<file path="src/rtl/trng_vn_packer.sv">
// trng_vn_packer: von Neumann debiaser, MSB-first byte packer and repetition-count
// health test behind a one-entry valid/ready output register.
// Optional build macro TRNG_VN_BYPASS_EN adds the vn_bypass input, which feeds every
// accepted raw sample straight into the packer.
module trng_vn_packer #(
   parameter int unsigned RCT_CUTOFF = 32,
   parameter int unsigned OVF_W      = 8
) (
   input  logic             clk,
   input  logic             rst_n,        // active-high despite the name
   input  logic             enable,
   input  logic             raw_bit,
   input  logic             raw_valid,
   input  logic             health_clr,
   input  logic             out_ready,
`ifdef TRNG_VN_BYPASS_EN
   input  logic             vn_bypass,
`endif
   output logic [7:0]       out_byte,
   output logic             out_valid,
   output logic             health_fail,
   output logic [OVF_W-1:0] ovf_cnt
);

   typedef enum logic {StEmpty, StHalf} pair_state_e;

   localparam logic [7:0] CutoffVal = 8'(RCT_CUTOFF);

   pair_state_e      pair_q, pair_d;
   logic             first_q, first_d;
   logic [6:0]       shift_q, shift_d;
   logic [2:0]       bit_cnt_q, bit_cnt_d;
   logic [7:0]       run_cnt_q, run_cnt_d;
   logic             last_bit_q, last_bit_d;
   logic [7:0]       out_byte_q, out_byte_d;
   logic             out_valid_q, out_valid_d;
   logic             health_fail_q, health_fail_d;
   logic [OVF_W-1:0] ovf_q, ovf_d;

   logic accepted, bypass, trip, block, emit, emit_bit, completed;

`ifdef TRNG_VN_BYPASS_EN
   assign bypass = vn_bypass;
`else
   assign bypass = 1'b0;
`endif

   assign accepted = raw_valid & enable;

   // Next-state: health test, pair FSM, packer and output register
   always_comb begin
      pair_d        = pair_q;
      first_d       = first_q;
      shift_d       = shift_q;
      bit_cnt_d     = bit_cnt_q;
      run_cnt_d     = run_cnt_q;
      last_bit_d    = last_bit_q;
      out_byte_d    = out_byte_q;
      out_valid_d   = out_valid_q;
      health_fail_d = health_fail_q;
      ovf_d         = ovf_q;
      trip          = 1'b0;
      emit          = 1'b0;
      emit_bit      = 1'b0;
      completed     = 1'b0;

      // Repetition count; run_cnt of 0 marks "no sample since reset/clear"
      if (health_clr) begin
         run_cnt_d     = '0;
         health_fail_d = 1'b0;
      end else if (accepted) begin
         if (run_cnt_q == 8'd0 || raw_bit != last_bit_q) begin
            run_cnt_d = 8'd1;
         end else if (run_cnt_q < CutoffVal) begin
            run_cnt_d = run_cnt_q + 8'd1;
         end
         last_bit_d    = raw_bit;
         trip          = (run_cnt_d == CutoffVal);
         health_fail_d = health_fail_q | trip;
      end

      // A trip blocks output on the same edge it is flagged
      block = ~health_clr & (health_fail_q | trip);

      if (health_clr || block) begin
         pair_d    = StEmpty;
         shift_d   = '0;
         bit_cnt_d = '0;
      end else if (!enable) begin
         pair_d = StEmpty;
      end else if (raw_valid) begin
         if (bypass) begin
            pair_d   = StEmpty;
            emit     = 1'b1;
            emit_bit = raw_bit;
         end else begin
            unique case (pair_q)
               StEmpty: begin
                  first_d = raw_bit;
                  pair_d  = StHalf;
               end
               StHalf: begin
                  pair_d   = StEmpty;
                  emit     = (first_q != raw_bit);
                  emit_bit = first_q;
               end
               default: pair_d = StEmpty;
            endcase
         end
      end

      if (emit) begin
         shift_d   = {shift_q[5:0], emit_bit};
         bit_cnt_d = bit_cnt_q + 3'd1;
         completed = (bit_cnt_q == 3'd7);
      end

      if (block) begin
         out_valid_d = 1'b0;
      end else if (completed) begin
         if (!out_valid_q || out_ready) begin
            out_byte_d  = {shift_q, emit_bit};
            out_valid_d = 1'b1;
         end else if (ovf_q != '1) begin
            ovf_d = ovf_q + 1'b1;
         end
      end else if (out_valid_q && out_ready) begin
         out_valid_d = 1'b0;
      end
   end

   // State registers with synchronous, top-priority reset
   always_ff @(posedge clk) begin
      if (rst_n) begin
         pair_q        <= StEmpty;
         first_q       <= 1'b0;
         shift_q       <= '0;
         bit_cnt_q     <= '0;
         run_cnt_q     <= '0;
         last_bit_q    <= 1'b0;
         out_byte_q    <= '0;
         out_valid_q   <= 1'b0;
         health_fail_q <= 1'b0;
         ovf_q         <= '0;
      end else begin
         pair_q        <= pair_d;
         first_q       <= first_d;
         shift_q       <= shift_d;
         bit_cnt_q     <= bit_cnt_d;
         run_cnt_q     <= run_cnt_d;
         last_bit_q    <= last_bit_d;
         out_byte_q    <= out_byte_d;
         out_valid_q   <= out_valid_d;
         health_fail_q <= health_fail_d;
         ovf_q         <= ovf_d;
      end
   end

   assign out_byte    = out_byte_q;
   assign out_valid   = out_valid_q;
   assign health_fail = health_fail_q;
   assign ovf_cnt     = ovf_q;

endmodule

</file>
<file path="config.mk">
export PLATFORM = sky130hd
export DESIGN_NAME = trng_vn_packer
export DESIGN_NICKNAME = d
export VERILOG_FILES = /design/src/rtl/trng_vn_packer.sv
export SDC_FILE = /design/constraint.sdc
export NUM_CORES = 1
export LEC_CHECK = 0
export BUFFER_PORTS_ARGS = -buffer_cell sky130_fd_sc_hd__buf_2
export CORE_AREA = 2 2 82 68
export DETAILED_ROUTE_END_ITERATION = 10
export DIE_AREA = 0 0 84 70
export GPL_TIMING_DRIVEN = 0
export PLACE_DENSITY_LB_ADDON = 0.1
export SLEW_MARGIN = 20
export SYNTH_ARGS = -nofsm -noshare
export SYNTH_HDL_FRONTEND = slang
export SYNTH_SLANG_ARGS = --single-unit
export TNS_END_PERCENT = 20
</file>
<file path="constraint.sdc">
create_clock -name clk -period 3.15 [get_ports clk]
set_input_delay 0.315 -clock clk [delete_from_list [all_inputs] [get_ports clk]]
set_output_delay 0.315 -clock clk [all_outputs]
set_load 0.1 [all_outputs]
</file>
==> flow_metrics.py <==
metrics = {
    "sta": {
        "drv_slew": 0,
        "setup_violations": 0,
        "fmax_mhz": 378,
        "grt_setup_unrepaired": "no",
        "fin_crit_sh": 0.839,
        "finalSetupTns_ns": 0,
        "finClkSkew_ns": 0.00730,
        "timing.hold.ws_ns": 0.244,
        "finalHoldViolCount": 0,
        "slew_headroom": 0.318,
        "fin_crit_ns": 2.64,
        "worst_pin_slew_ns": 1.02,
    },
    "pwr": {
        "net-switching-power_w": 0.000215,
        "total_leakage_power_nw": 0.855,
        "ir_worst_vdd_mv": 0.228,
        "p_sw_frac": 0.225,
        "internal-power_w": 0.000740,
        "power.share.sequential": 0.520,
        "p_total_w": 0.000955,
        "pwr-share-comb": 0.046,
        "pwr_density_cell_nw_per_um2": 424,
        "clockPowerShare": 0.434,
    },
    "floorplan": {
        "ios": 25,
        "dieArea_sq_um": 5880,
        "die_w_um": 84,
        "initial_utilization": 0.375,
        "num_rows": 24,
        "die_h_um": 70,
        "coreArea_sq_um": 5190,
    },
    "layout": {
        "area_growth_pct": 15.5,
        "drive_above_1_share": 0.187,
        "finish.utilization": 0.434,
        "nFillCells": 515,
        "antennaDiodeCount": 0,
        "nets": 263,
    },
    "hold_path": {
        "holdCritPathClass": "input port to register",
    },
    "critical_path": {
        "arrival_ns": 2.84,
        "cp_data_required_time_ns": 3.35,
        "cp_max_fo": 10,
        "worst_setup_path_start_kind": "register",
        "end_kind": "register",
        "worstSetupPathType": "register to register",
    },
    "place": {
        "gp_congestion": 0.772,
        "dp_hpwl_mm": 3.08,
        "port_buffers": 23,
    },
    "clock_tree": {
        "clk_latency_ns": 0.30,
        "cts.htree.levels": 2,
        "clk_path_buf_depth": 2,
        "cts_setup_buffers": 0,
        "cts_buffers": 5,
        "cts_tree": "done",
        "cts_resized": 0,
        "cts.reportedPaths.clkPinSlew_ns": 0.08,
        "holdBufCountCts": 0,
        "cts_sinks": 39,
        "root_buffer": "clkbuf_8",
    },
    "global_routing": {
        "grt_pass1_wl_mm": 7.73,
        "overflow": 0,
        "grt_pass1_vias": 1612,
        "grt_max_degree": 13,
        "grt_use_total": 0.162,
        "antenna_found_initial": 0,
    },
    "yosys": {
        "ys_types": 48,
        "yosysWarnings": 0,
        "synth_common_cells": "dfxtp_1, nor2_1, a21oi_1",
        "async_flop_share": 0,
        "synth.avg_cell_area_sq_um": 8.82,
        "synth_most_common_cell": "dfxtp_1",
        "yosysTopAreaCell": "dfxtp_1",
        "ys_top_cells_by_area": "dfxtp_1, a21oi_1, mux2i_1",
        "synth-edff-count": 0,
        "synth_top_area_frac": 0.401,
        "synthFlopType": "dfxtp_1",
        "netlist_area_sq_um": 1950,
        "synth_fp_nets": 233,
        "synthCells": 221,
        "ys_seq_area_frac": 0.401,
        "synth_seq_cells": 39,
    },
    "flow_run": {
        "maxCapViolations": 0,
    },
    "routing": {
        "dr.pass1.iters": 4,
        "ant_nets": 0,
        "drc": 0,
        "wl_per_cell_um": 13.8,
        "vias_per_cell": 5.32,
        "drtIter0Drc": 65,
        "finalWirelength_mm": 4.36,
        "vias": 1681,
    },
    "run_status": {
        "status": "completed",
    },
}
==> final timing paths <==
kind / from / endpoint / slack [ns] / cells past startpoint
hold / removal: enable / pair_q / 0.24 / 3
setup reg to reg: run_cnt_q[0] / out_valid / 0.51 / 8
setup / recovery: run_cnt_q[0] / out_valid / 0.51 / 8
hold reg to reg: out_byte[0] / out_byte[0] / 0.47 / 2
==> kinds of logic after synthesis <==
kind of cell,after synthesis,synth area share
buffers and inverters,16,0.0481
adders and majority gates,5,0.0321
muxes,9,0.0462
xor gates and xnor gates,5,0.0263
DFF,39,0.401
AOI/OAI and AO/OA,60,0.212
and+or+nand+nor,87,0.234
==> critical path, stage by stage, from the launching register on <==
cell and delay, ns:
dfxtp_1 0.41, ha_1 0.17, or4b_4 0.49, o21ai_1 0.16, nand4_1 0.20, a2111oi_4 0.58
buf_4 0.26, nor2_1 0.06, o211a_1 0.20
==> sequential cells by signal, summed over array words and instances, names as in the netlist <==
name         flops
health_fail      1
first_q          1
run_cnt_q        8
last_bit_q       1
ovf_cnt          8
out_byte         8
out_valid        1
shift_q          7
pair_q           1
bit_cnt_q        3
==> layout by cell type (no fill, tap or decap), types with 3 or more instances in the layout <==
cell / Yosys / routed
a31o_1: 7 / 7
or3_1: 7 / 7
o21ai_0: 10 / 10
or4_1: 4 / 4
mux2i_1: 9 / 9
nor2_1: 24 / 24
o31ai_1: 4 / 4
xor2_1: 3 / 3
ha_1: 5 / 5
o41ai_1: 3 / 3
and2_1: 4 / 4
inv_1: 4 / 4
dfxtp_1: 39 / 39
a21oi_1: 23 / 23
clkbuf_8: 0 / 5
buf_2: 3 / 26
o211ai_1: 3 / 3
nand3_1: 7 / 7
buf_4: 3 / 3
nand2_1: 22 / 22
==> power by group through the flow <==
stage / registers (W) / clock network, W / logic [W]
after floorplan: 0.000508 / 0 / 0.0000297
after global placement: 0.000508 / 0 / 0.0000442
after detailed placement: 0.000508 / 0 / 0.0000438
after CTS: 0.000497 / 0.000423 / 0.0000439
after global routing: 0.000497 / 0.000444 / 0.0000496
final: 0.000497 / 0.000415 / 0.0000438
==> stage by stage <==
step	instances	cell area (sq um)	setup slack (ns)
floorplan	221	1950	0.795
CTS	316	2250	0.513
global route	316	2250	0.325
detailed placement	309	2150	0.526
finish	316	2250	0.507
global placement	309	2150	0.483
==> area by class of cell <==
cell class	instances	area, sq um	share of cell area
Multi-Input combinational cell	166	1070	0.477
Sequential cell	39	781	0.347
Timing Repair Buffer	23	115	0.0511
Tap cell	65	81.3	0.0361
Buffer	11	75.1	0.0333
Clock buffer	5	68.8	0.0306
Clock inverter	2	37.5	0.0167
Inverter	5	18.8	0.00833
==> metal layers <==
metal / vias to the layer above / share of wire / GRT usage
met2: 28 / 0.44 / 0.244
met4: 0 / 0.012 / 0.0538
li1: 863 / - / -
met3: 5 / 0.035 / 0.0402
met5: - / 0 / 0
met1: 785 / 0.51 / 0.226
No activity file was read; power rests on OpenSTA's default activity.
